### config.mk
export PLATFORM = sky130hd
export DESIGN_NAME = pipe_front_ctl_flat
export DESIGN_NICKNAME = d
export VERILOG_FILES = /design/src/rtl/pipe_front_ctl_pkg.sv /design/src/rtl/pipe_front_ctl_if.sv /design/src/rtl/pipe_front_ctl_sat_counter16.sv /design/src/rtl/pipe_front_ctl.sv /design/src/flat_wrapper.sv
export SDC_FILE = /design/constraint.sdc
export NUM_CORES = 1
export LEC_CHECK = 0
export CAP_MARGIN = 25
export CELL_PAD_IN_SITES_DETAIL_PLACEMENT = 0
export CELL_PAD_IN_SITES_GLOBAL_PLACEMENT = 1
export CORE_ASPECT_RATIO = 0.7
export CORE_UTILIZATION = 28
export DETAILED_ROUTE_END_ITERATION = 10
export PLACE_DENSITY_LB_ADDON = 0.05
export SLEW_MARGIN = 20
export SYNTH_ARGS = -nofsm -noshare
export SYNTH_HDL_FRONTEND = slang
export SYNTH_SLANG_ARGS = --single-unit
### constraint.sdc
create_clock -name clk -period 2.1 [get_ports clk]
set_clock_uncertainty 0.1 [all_clocks]
set_input_delay 0.315 -clock clk [delete_from_list [all_inputs] [get_ports clk]]
set_output_delay 0.315 -clock clk [all_outputs]
set_load 0.005 [all_outputs]
### src/rtl/pipe_front_ctl_pkg.sv
// Shared definitions for the front-end pipeline register block.
//   NOP_INSTR : encoding loaded into IF/ID on a flush (sll $0,$0,0)
//   PC_STEP   : sequential fetch increment
//   state_e   : front-end FSM states
//   if_id_t   : IF/ID register contents
package pipe_front_ctl_pkg;

   localparam logic [31:0] NOP_INSTR = 32'h0000_0000;
   localparam logic [31:0] PC_STEP   = 32'd4;

   typedef enum logic [1:0] {
      BOOT  = 2'd0,
      RUN   = 2'd1,
      STALL = 2'd2
   } state_e;

   typedef struct packed {
      logic [31:0] instr;
      logic [31:0] pc4;
      logic        valid;
   } if_id_t;

endpackage

### src/rtl/pipe_front_ctl_if.sv
// Hazard-control / fetch bus between the hazard unit (master) and the
// front-end register block (slave).
//   master drives : PCWrite, IFWrite, IFflush, ctrflush, Branch_1, PCSrc, Jump,
//                   br_target, j_target, imem_instr, id_ctrl
//   slave drives  : pc, if_id_instr, if_id_pc4, if_id_valid, id_ex_ctrl,
//                   id_ex_valid, stall_cnt, flush_cnt, stall_timeout
interface pipe_front_ctl_if #(
   parameter int CTRL_W = 10
) ();

   logic              PCWrite;
   logic              IFWrite;
   logic              IFflush;
   logic              ctrflush;
   logic              Branch_1;
   logic              PCSrc;
   logic              Jump;
   logic [31:0]       br_target;
   logic [31:0]       j_target;
   logic [31:0]       imem_instr;
   logic [CTRL_W-1:0] id_ctrl;

   logic [31:0]       pc;
   logic [31:0]       if_id_instr;
   logic [31:0]       if_id_pc4;
   logic              if_id_valid;
   logic [CTRL_W-1:0] id_ex_ctrl;
   logic              id_ex_valid;
   logic [15:0]       stall_cnt;
   logic [15:0]       flush_cnt;
   logic              stall_timeout;

   modport master (
      output PCWrite, IFWrite, IFflush, ctrflush, Branch_1, PCSrc, Jump,
             br_target, j_target, imem_instr, id_ctrl,
      input  pc, if_id_instr, if_id_pc4, if_id_valid, id_ex_ctrl,
             id_ex_valid, stall_cnt, flush_cnt, stall_timeout
   );

   modport slave (
      input  PCWrite, IFWrite, IFflush, ctrflush, Branch_1, PCSrc, Jump,
             br_target, j_target, imem_instr, id_ctrl,
      output pc, if_id_instr, if_id_pc4, if_id_valid, id_ex_ctrl,
             id_ex_valid, stall_cnt, flush_cnt, stall_timeout
   );

endinterface

### src/rtl/pipe_front_ctl_sat_counter16.sv
// 16-bit event counter that sticks at 16'hFFFF instead of wrapping.
//   clk   : clock
//   rst_n : synchronous active-low reset (clears to 0)
//   en_i  : count this cycle
//   cnt_o : current count
module sat_counter16 (
   input  logic        clk,
   input  logic        rst_n,
   input  logic        en_i,
   output logic [15:0] cnt_o
);

   logic [15:0] cnt_q, cnt_d;

   always_comb begin
      cnt_d = cnt_q;
      if (en_i && (cnt_q != 16'hFFFF)) cnt_d = cnt_q + 16'd1;
   end

   always_ff @(posedge clk) begin
      if (!rst_n) cnt_q <= '0;
      else        cnt_q <= cnt_d;
   end

   assign cnt_o = cnt_q;

endmodule

### src/rtl/pipe_front_ctl.sv
// Front-end pipeline registers of the 5-stage core: PC, IF/ID and the control
// half of ID/EX. Applies the hazard unit's stall/flush orders, keeps stall and
// flush statistics and a sticky watchdog for over-long stall runs.
//   clk, rst_n : clock, synchronous active-low reset
//   bus        : pipe_front_ctl_if slave (hazard controls, fetch/decode data in;
//                pipeline registers and debug counters out)
module pipe_front_ctl
   import pipe_front_ctl_pkg::*;
#(
   parameter logic [31:0] RESET_PC  = 32'h0000_0000,
   parameter int          CTRL_W    = 10,
   parameter int          STALL_MAX = 4
) (
   input  logic           clk,
   input  logic           rst_n,
   pipe_front_ctl_if.slave bus
);

   localparam int                RUN_W   = $clog2(STALL_MAX + 2);
   localparam logic [RUN_W-1:0]  RUN_LIM = RUN_W'(STALL_MAX);
   localparam logic [RUN_W-1:0]  RUN_SAT = RUN_W'(STALL_MAX + 1);

   state_e            state_q;
   logic [31:0]       pc_q, pc_d, pc_plus4, pc_next;
   if_id_t            if_id_q, if_id_d;
   logic [CTRL_W-1:0] ex_ctrl_q, ex_ctrl_d;
   logic              ex_valid_q, ex_valid_d;
   logic [RUN_W-1:0]  run_q, run_d;
   logic              tmo_q, tmo_d;
   logic              boot;
   logic [15:0]       stall_cnt, flush_cnt;

   assign boot     = (state_q == BOOT);
   assign pc_plus4 = pc_q + PC_STEP;   // wraps mod 2^32

   always_comb begin
      // Branch only counts when its decision is valid; it then beats a jump.
      pc_next = pc_plus4;
      if (bus.PCSrc && bus.Branch_1) pc_next = bus.br_target;
      else if (bus.Jump)             pc_next = bus.j_target;

      pc_d = pc_q;
      if (bus.PCWrite && !boot) pc_d = pc_next;

      // Flush wins over a simultaneous stall.
      if_id_d = if_id_q;
      if (bus.IFflush)                 if_id_d = '{instr: NOP_INSTR, pc4: '0, valid: 1'b0};
      else if (bus.IFWrite && !boot)   if_id_d = '{instr: bus.imem_instr, pc4: pc_plus4, valid: 1'b1};

      // ID/EX is never held: a stalled decode still advances as a bubble
      // because the hazard unit pairs stalls with ctrflush.
      ex_ctrl_d  = bus.id_ctrl;
      ex_valid_d = if_id_q.valid;
      if (bus.ctrflush) begin
         ex_ctrl_d  = '0;
         ex_valid_d = 1'b0;
      end

      // Length of the current stall run; parks one past the limit so it
      // cannot wrap back under it.
      run_d = '0;
      if (!boot && !bus.IFWrite) run_d = (run_q == RUN_SAT) ? run_q : run_q + 1'b1;

      tmo_d = tmo_q | (run_d > RUN_LIM);
   end

   always_ff @(posedge clk) begin
      if (!rst_n) begin
         state_q    <= BOOT;
         pc_q       <= RESET_PC;
         if_id_q    <= '0;
         ex_ctrl_q  <= '0;
         ex_valid_q <= 1'b0;
         run_q      <= '0;
         tmo_q      <= 1'b0;
      end else begin
         pc_q       <= pc_d;
         if_id_q    <= if_id_d;
         ex_ctrl_q  <= ex_ctrl_d;
         ex_valid_q <= ex_valid_d;
         run_q      <= run_d;
         tmo_q      <= tmo_d;
         case (state_q)
            BOOT:    state_q <= RUN;
            RUN:     if (!bus.IFWrite) state_q <= STALL;
            STALL:   if (bus.IFWrite)  state_q <= RUN;
            default: state_q <= BOOT;
         endcase
      end
   end

   sat_counter16 u_stall_cnt (
      .clk   (clk),
      .rst_n (rst_n),
      .en_i  (!boot && !bus.IFWrite),
      .cnt_o (stall_cnt)
   );

   // A cycle with both flushes is one flush event.
   sat_counter16 u_flush_cnt (
      .clk   (clk),
      .rst_n (rst_n),
      .en_i  (bus.IFflush || bus.ctrflush),
      .cnt_o (flush_cnt)
   );

   assign bus.pc            = pc_q;
   assign bus.if_id_instr   = if_id_q.instr;
   assign bus.if_id_pc4     = if_id_q.pc4;
   assign bus.if_id_valid   = if_id_q.valid;
   assign bus.id_ex_ctrl    = ex_ctrl_q;
   assign bus.id_ex_valid   = ex_valid_q;
   assign bus.stall_cnt     = stall_cnt;
   assign bus.flush_cnt     = flush_cnt;
   assign bus.stall_timeout = tmo_q;

endmodule

### src/flat_wrapper.sv
// flat-port wrapper written by rule: the top's interface ports become plain ports
module pipe_front_ctl_flat import pipe_front_ctl_pkg::*;
#(
   parameter logic [31:0] RESET_PC  = 32'h0000_0000,
   parameter int          CTRL_W    = 10,
   parameter int          STALL_MAX = 4
)
  (clk, rst_n, bus_PCWrite, bus_IFWrite, bus_IFflush, bus_ctrflush, bus_Branch_1, bus_PCSrc, bus_Jump, bus_br_target, bus_j_target, bus_imem_instr, bus_id_ctrl, bus_pc, bus_if_id_instr, bus_if_id_pc4, bus_if_id_valid, bus_id_ex_ctrl, bus_id_ex_valid, bus_stall_cnt, bus_flush_cnt, bus_stall_timeout);
  pipe_front_ctl_if #(.CTRL_W(CTRL_W)) bus_i ();
  input  logic clk;
  input  logic rst_n;
  input wire logic [$bits(bus_i.PCWrite)-1:0] bus_PCWrite;
  input wire logic [$bits(bus_i.IFWrite)-1:0] bus_IFWrite;
  input wire logic [$bits(bus_i.IFflush)-1:0] bus_IFflush;
  input wire logic [$bits(bus_i.ctrflush)-1:0] bus_ctrflush;
  input wire logic [$bits(bus_i.Branch_1)-1:0] bus_Branch_1;
  input wire logic [$bits(bus_i.PCSrc)-1:0] bus_PCSrc;
  input wire logic [$bits(bus_i.Jump)-1:0] bus_Jump;
  input wire logic [$bits(bus_i.br_target)-1:0] bus_br_target;
  input wire logic [$bits(bus_i.j_target)-1:0] bus_j_target;
  input wire logic [$bits(bus_i.imem_instr)-1:0] bus_imem_instr;
  input wire logic [$bits(bus_i.id_ctrl)-1:0] bus_id_ctrl;
  output wire logic [$bits(bus_i.pc)-1:0] bus_pc;
  output wire logic [$bits(bus_i.if_id_instr)-1:0] bus_if_id_instr;
  output wire logic [$bits(bus_i.if_id_pc4)-1:0] bus_if_id_pc4;
  output wire logic [$bits(bus_i.if_id_valid)-1:0] bus_if_id_valid;
  output wire logic [$bits(bus_i.id_ex_ctrl)-1:0] bus_id_ex_ctrl;
  output wire logic [$bits(bus_i.id_ex_valid)-1:0] bus_id_ex_valid;
  output wire logic [$bits(bus_i.stall_cnt)-1:0] bus_stall_cnt;
  output wire logic [$bits(bus_i.flush_cnt)-1:0] bus_flush_cnt;
  output wire logic [$bits(bus_i.stall_timeout)-1:0] bus_stall_timeout;
  assign bus_i.PCWrite = bus_PCWrite;
  assign bus_i.IFWrite = bus_IFWrite;
  assign bus_i.IFflush = bus_IFflush;
  assign bus_i.ctrflush = bus_ctrflush;
  assign bus_i.Branch_1 = bus_Branch_1;
  assign bus_i.PCSrc = bus_PCSrc;
  assign bus_i.Jump = bus_Jump;
  assign bus_i.br_target = bus_br_target;
  assign bus_i.j_target = bus_j_target;
  assign bus_i.imem_instr = bus_imem_instr;
  assign bus_i.id_ctrl = bus_id_ctrl;
  assign bus_pc = bus_i.pc;
  assign bus_if_id_instr = bus_i.if_id_instr;
  assign bus_if_id_pc4 = bus_i.if_id_pc4;
  assign bus_if_id_valid = bus_i.if_id_valid;
  assign bus_id_ex_ctrl = bus_i.id_ex_ctrl;
  assign bus_id_ex_valid = bus_i.id_ex_valid;
  assign bus_stall_cnt = bus_i.stall_cnt;
  assign bus_flush_cnt = bus_i.flush_cnt;
  assign bus_stall_timeout = bus_i.stall_timeout;
  pipe_front_ctl #(.RESET_PC(RESET_PC), .CTRL_W(CTRL_W), .STALL_MAX(STALL_MAX)) u_core (.clk(clk), .rst_n(rst_n), .bus(bus_i));
endmodule
Word-level counts from Yosys, hierarchy flattened
Cells that the tools add are included.
{ "totals": {"output_inout_bits": 141, "mem_bits_ro": 0, "ff_bits": 146, "in_bits": 115, "latch_bits": 0, "memories": 0, "mem_bits_rw": 0} }
{ "classes": {"shifts": 0, "eq_ne": 7, "div_mod_pow": 0, "n_bitwise": 2, "reduce_logical": 13, "muxes": 7, "order_cmp": 1, "multipliers": 0, "addsub": 4} }
{ "op_table": {"columns": ["operator", "n"], "rows": [
  ["2-to-1 mux 32 bit", 2],
  ["adder 16 x 1 -> 16 bit (second input constant)", 2],
  ["adder 32 x 3 -> 32 bit (second input constant)", 1],
  ["inequality test 16 bit (second input constant)", 2],
  ["logical AND 1 bit", 6],
  ["2-to-1 mux 3 bit", 2],
  ["case mux 2 bit (3 select lines)", 1],
  ["2-to-1 mux 2 bit", 2],
  ["inequality test 2 bit (second input constant)", 2],
  ["OR reduction 2 bit", 2],
  ["adder 3 x 1 -> 3 bit (second input constant)", 1],
  ["equality test 3 bit (second input constant)", 1],
  ["greater-than comparator 3 bit (second input constant)", 1],
  ["equality test 2 x 1 -> 1 bit (second input constant)", 1],
  ["equality test 2 bit (second input constant)", 1],
  ["zero test 1 bit", 2],
  ["zero test 2 bit", 1],
  ["AND reduction 2 bit", 1],
  ["logical OR 1 bit", 1],
  ["inverter 1 bit", 1],
  ["bitwise OR 1 bit", 1]
]} }

Longest topological paths before layout
{ "logic_depth": {"depth_word": 6, "ltp_mapped": 8, "ltp_nobuf": 7} }

Hierarchy
Synthesis repeated with hierarchy kept, for this count alone.
{ "hier_totals": {"cells_unflattened": 875, "hier_area_um2": 7088.0} }
{ "modules_own_cells": {"columns": ["mod", "seq_area_each_um2", "n_inst", "cells_per_inst", "area_per_inst_um2"], "rows": [
  ["pipe_front_ctl", 2282.2, 1, 681, 5413.9],
  ["sat_counter16", 320.3, 2, 97, 837.1]
]} }

Worst setup path before layout
OpenSTA, ideal clock, no wires.
{ "synth_path": {"path_type": "register -> register", "startpoint": "register u_core.pc_q[2], in the netlist u_core.bus.pc[2]", "endpoint": "register u_core.pc_q[20], in the netlist u_core.bus.pc[20]", "path_buffers": 1, "path_stages_with_launch": 7, "required_time_ns": 1.926, "period_less_slack_ns": 2.227, "arrival_ns": 2.053, "setup_slack_ns": -0.127, "path_cell_list": "dfxtp_1 -> ha_1 -> nand3_1 -> or4_1 -> buf_2 -> or4_1 -> a31oi_1"} }
{ "synth_via": {"elab_chain_cells": 3} }
{ "synth_lines": {"columns": ["element", "line_no", "rtl"], "rows": [
  ["start: declaration", "pipe_front_ctl.sv:24", "logic [31:0] pc_q, pc_d, pc_plus4, pc_next;"],
  ["start signal: assignment", "pipe_front_ctl.sv:77", "pc_q <= pc_d;"],
  ["adder 32 x 3 -> 32 bit", "pipe_front_ctl.sv:34", "assign pc_plus4 = pc_q + PC_STEP;"],
  ["2-to-1 mux 32 bit", "pipe_front_ctl.sv:40", "else if (bus.Jump) pc_next = bus.j_target;"],
  ["2-to-1 mux 32 bit", "pipe_front_ctl.sv:39", "if (bus.PCSrc && bus.Branch_1) pc_next = bus.br_target;"]
]} }
No other way between the ends.
A chain may end at the register's enable or synchronous reset.

Worst setup path after layout
{ "layout_path": {"startpoint": "register u_core.pc_q[7], in the netlist u_core.bus.pc[7]", "endpoint": "register u_core.pc_q[20], in the netlist u_core.bus.pc[20]"} }
The elaborated chain is that of the path after synthesis.

==> results.rst <==
.. list-table::
   :header-rows: 1

   * - Metric
     - Value
   * - Sequential power share
     - 0.406
   * - Avg Inst Size Synth
     - slightly below 8 um^2
   * - Sequential area share after synthesis
     - 0.430
   * - Fraction of synthesized cell area taken by the top area cell type
     - 0.430
   * - Final core area utilization
     - 0.466
   * - # Max-Cap Violations
     - 0
   * - Clock sink count
     - 146
   * - Number of core rows
     - 47
   * - Clock-pin slew on the worst setup and hold paths
     - about 0.06 ns
   * - Data arrival time of the critical path
     - between 2 and 2.5 ns
   * - Antenna Nets Post-Route
     - 0
   * - Placed insts
     - around 1500
   * - Post-detailed-route wirelength per cell
     - 17.6 um
   * - Post-synthesis instance area
     - roughly 0.0068 mm^2
   * - Synth unique cells
     - between 50 and 60
   * - Primary flip-flop cell chosen by synthesis mapping
     - sky130_fd_sc_hd__dfxtp_1
   * - Worst Setup Start Kind
     - flip-flop
   * - Power, Total
     - 7.24 mW
   * - Achievable Freq
     - slightly below 0.5 GHz
   * - Maximum net fanout on the critical path
     - 6
   * - Count of buffers inserted at the top-level ports
     - approximately 260
   * - Number of standard cells in the layout, taps in and fillers out
     - around 1500
   * - Total internal power
     - approximately 5.4 mW
   * - Type of destination of the critical path
     - flip-flop
   * - Worst hold slack
     - 0.328 ns
   * - Clock insertion delay at the later pin of the skew report
     - about 0.43 ns
   * - Synth cell count leaders
     - sky130_fd_sc_hd__dfxtp_1, sky130_fd_sc_hd__nand2_1, sky130_fd_sc_hd__a21oi_1
   * - Clock group share of total power
     - 0.439
   * - CTS root buffer
     - sky130_fd_sc_hd__clkbuf_16
   * - Most frequent cell after synthesis
     - sky130_fd_sc_hd__dfxtp_1
   * - Count of endpoints failing setup in the final report
     - 0
   * - CP Data Required Time
     - between 2 and 2.5 ns
   * - Ys Warns
     - 0
   * - Maximum number of pins on one net before global-route repair
     - between 50 and 60
   * - Relative contribution of combinational cells to total power
     - 0.155
   * - Total cell area at the placement stage
     - just over 0.01 mm^2
   * - Initial detailed-routing violation count
     - ~480
   * - Routed wire length
     - 26500 um
   * - Number of nets in the final layout
     - around 1300
   * - Diode count
     - 0
   * - Cell taking the most area after synthesis
     - sky130_fd_sc_hd__dfxtp_1
   * - Final hold violation count
     - 0
   * - TritonCTS clock tree
     - built
   * - Per-cell via count in the routed design
     - roughly 4.9
   * - Half-perimeter wire length after placement
     - roughly 20000 um
   * - Slew of the pin with the lowest slew margin
     - about 0.66 ns
   * - Area added between synthesis and finish
     - 62.4%
   * - Post-synthesis sequential element count
     - between 100 and 150
   * - Placeable core region
     - roughly 0.024 mm^2
   * - Number of antenna violations at the first check in global routing
     - 0
   * - Boundary Pins
     - roughly 260
   * - Final Wtd Congestion
     - 0.856
   * - Tightest Hold Check Type
     - input port to flip-flop
   * - Chip Height
     - between 100 and 150 um
   * - Number of iterations in the first detailed-routing pass
     - 5
   * - Relative slew slack
     - 0.558
   * - Wire length of the first global-routing pass
     - around 41000 um
   * - Number of H-tree branching levels
     - 4
   * - Cell leakage power
     - between 3 and 4 nW
   * - Remaining design rule violation count
     - 0
   * - Sw Share
     - 0.259
   * - Path type of the worst setup path
     - flip-flop to flip-flop
   * - Die area
     - 0.0249 mm^2
   * - Min setup slack post-route
     - 0.0717 ns
   * - Number of vias in the routed layout
     - between 7000 and 8000
   * - Result of the run
     - completed
   * - Final critical delay including setup and external delays
     - a little over 2 ns
   * - TNS Setup
     - 0 ns
   * - Bufs on Longest Clock Path
     - 2
   * - Cells after synthesis
     - ~860
   * - Peak supply drop
     - 576 uV
   * - Hold-fix buffers at CTS
     - 0
   * - Share of the cycle needed by the critical path after routing
     - 0.966
   * - Vias in the first global route
     - slightly above 7000
   * - Number of synthesized flops with an enable pin
     - 0
   * - Final number of max-transition violations
     - 0
   * - Area of all placed cells without fillers
     - 0.0110 mm^2
   * - Initial cell density of the core
     - 0.287
   * - Net count after synthesis
     - 984
   * - Switching component of the power
     - 1.87 mW
   * - GRT Resource Usage Total
     - 0.213
   * - Ratio of cells with drive above 1 in the final layout
     - 0.132
   * - Die Width
     - about 190 um
   * - Power Dens Cells
     - roughly 660 mW/mm^2
   * - Total CTS buffers
     - 17
   * - Total overflow reported by the global router
     - 0
   * - Largest cells by area after synthesis
     - sky130_fd_sc_hd__dfxtp_1, sky130_fd_sc_hd__a21oi_1, sky130_fd_sc_hd__nand2_1
   * - Worst setup slack after placement
     - -0.0291 ns
   * - Async SR Flop Fraction
     - 0
layout by cell type (no fill, tap or decap), types with 3 or more instances in the layout:
cell / netlist / final
sky130_fd_sc_hd__o21bai_1: 4 / 4
sky130_fd_sc_hd__nor4_1: 14 / 11
sky130_fd_sc_hd__bufinv_16: 0 / 3
sky130_fd_sc_hd__or4_1: 8 / 6
sky130_fd_sc_hd__nor4b_1: 9 / 8
sky130_fd_sc_hd__and2_1: 12 / 12
sky130_fd_sc_hd__clkdlybuf4s50_1: 0 / 255
sky130_fd_sc_hd__buf_12: 0 / 8
sky130_fd_sc_hd__nor3_1: 25 / 24
sky130_fd_sc_hd__mux2i_1: 3 / 3
sky130_fd_sc_hd__o21a_1: 4 / 4
sky130_fd_sc_hd__o221ai_1: 3 / 3
sky130_fd_sc_hd__nor2_1: 87 / 86
sky130_fd_sc_hd__clkinv_2: 0 / 3
sky130_fd_sc_hd__or3_1: 7 / 7
sky130_fd_sc_hd__o31a_1: 6 / 6
sky130_fd_sc_hd__ha_1: 5 / 4
sky130_fd_sc_hd__nand4_1: 16 / 16
sky130_fd_sc_hd__buf_4: 2 / 89
sky130_fd_sc_hd__nand3_1: 38 / 38
sky130_fd_sc_hd__o211ai_1: 3 / 3
sky130_fd_sc_hd__a21oi_1: 94 / 94
sky130_fd_sc_hd__xor2_1: 11 / 10
sky130_fd_sc_hd__clkinvlp_4: 0 / 5
sky130_fd_sc_hd__and4_1: 7 / 7
sky130_fd_sc_hd__and3_1: 6 / 6
sky130_fd_sc_hd__a31oi_1: 12 / 12
sky130_fd_sc_hd__inv_1: 12 / 11
sky130_fd_sc_hd__nand2_1: 125 / 125
sky130_fd_sc_hd__o22ai_1: 6 / 6
sky130_fd_sc_hd__o21ai_0: 50 / 50
sky130_fd_sc_hd__a211oi_1: 12 / 12
sky130_fd_sc_hd__dfxtp_1: 146 / 140
sky130_fd_sc_hd__dfxtp_2: 0 / 6
sky130_fd_sc_hd__xnor2_1: 39 / 39
sky130_fd_sc_hd__nor3b_1: 3 / 3
sky130_fd_sc_hd__nor4_2: 0 / 3
sky130_fd_sc_hd__clkbuf_16: 0 / 17
path summary, 6_finish.rpt:
path | start | end | slack (ns) | cells after the start
worst max-delay path | u_core.bus.pc[7]$_SDFFE_PN0P_ | u_core.bus.pc[20]$_SDFFE_PN0P_ | 0.07 | 4
worst min-delay path | bus_imem_instr[14] | u_core.bus.if_id_instr[14]$_SDFFE_PP0P_ | 0.33 | 3
worst max register to register | u_core.bus.pc[7]$_SDFFE_PN0P_ | u_core.bus.pc[20]$_SDFFE_PN0P_ | 0.07 | 4
worst min register to register | u_core.bus.if_id_instr[18]$_SDFFE_PP0P_ | u_core.bus.if_id_instr[18]$_SDFFE_PP0P_ | 0.35 | 2
what timing repair did:
action / 4_1_cts / 5_1_grt
endpoints found under the setup margin: 1 / 9
hold endpoints to repair: 0 / 0
pin swaps: 0 / 1
cloned: 0 / 1
gates resized for setup: 1 / 12
setup buffers: 0 / 2
power groups by stage:
stage	logic [mW]	clock network (mW)	registers, mW
final	1.12	3.18	2.94
after global routing	1.22	3.39	2.95
after CTS	1.13	3.26	2.94
after detailed placement	1.12	0	3.00
after global placement	1.13	0	3.00
after floorplan	0.405	0	3.01
layout make-up:
type	instances	area (um^2)
Fill cell	2371	12700
Multi-Input combinational cell	644	3660
Timing Repair Buffer	354	3400
Sequential cell	146	2930
Clock buffer	19	443
Tap cell	318	398
Clock inverter	13	160
Inverter	12	45.0
routing by layer:
| metal | GRT usage | share of wire |
|---|---|---|
| met4 | 0.0465 | 0.0073 |
| met2 | 0.292 | 0.39 |
| met3 | 0.0599 | 0.073 |
| met1 | 0.324 | 0.53 |
| met5 | 0 | 0 |
logic make-up (layout without fill, tap and decap cells):
logic type / count (synthesis) / count (layout) / synth area share
DFF: 146 / 146 / 0.430
xor gates and xnor gates: 50 / 50 / 0.0645
AOI/OAI and AO/OA: 216 / 216 / 0.186
muxes: 3 / 3 / 0.00442
adders and majority gates: 6 / 6 / 0.0107
and+or+nand+nor: 369 / 369 / 0.261
buffers and inverters: 74 / 398 / 0.0433
critical path, stage by stage, from the launching register on:
cell                      delay (ns)
sky130_fd_sc_hd__dfxtp_2        0.34
sky130_fd_sc_hd__nand4_1        0.21
sky130_fd_sc_hd__or4_4          0.65
sky130_fd_sc_hd__or4_1          0.49
sky130_fd_sc_hd__a31oi_1        0.17
flip-flops by register name (all words and copies together) (netlist names), 2 cells and up:
register	count
u_core.bus.if_id_instr	32
u_core.bus.if_id_pc4	32
u_core.bus.pc	32
u_core.u_flush_cnt.cnt_o	16
u_core.u_stall_cnt.cnt_o	16
u_core.bus.id_ex_ctrl	10
u_core.run_q	3
u_core.state_q	2
(Power assumes the default switching activity.)
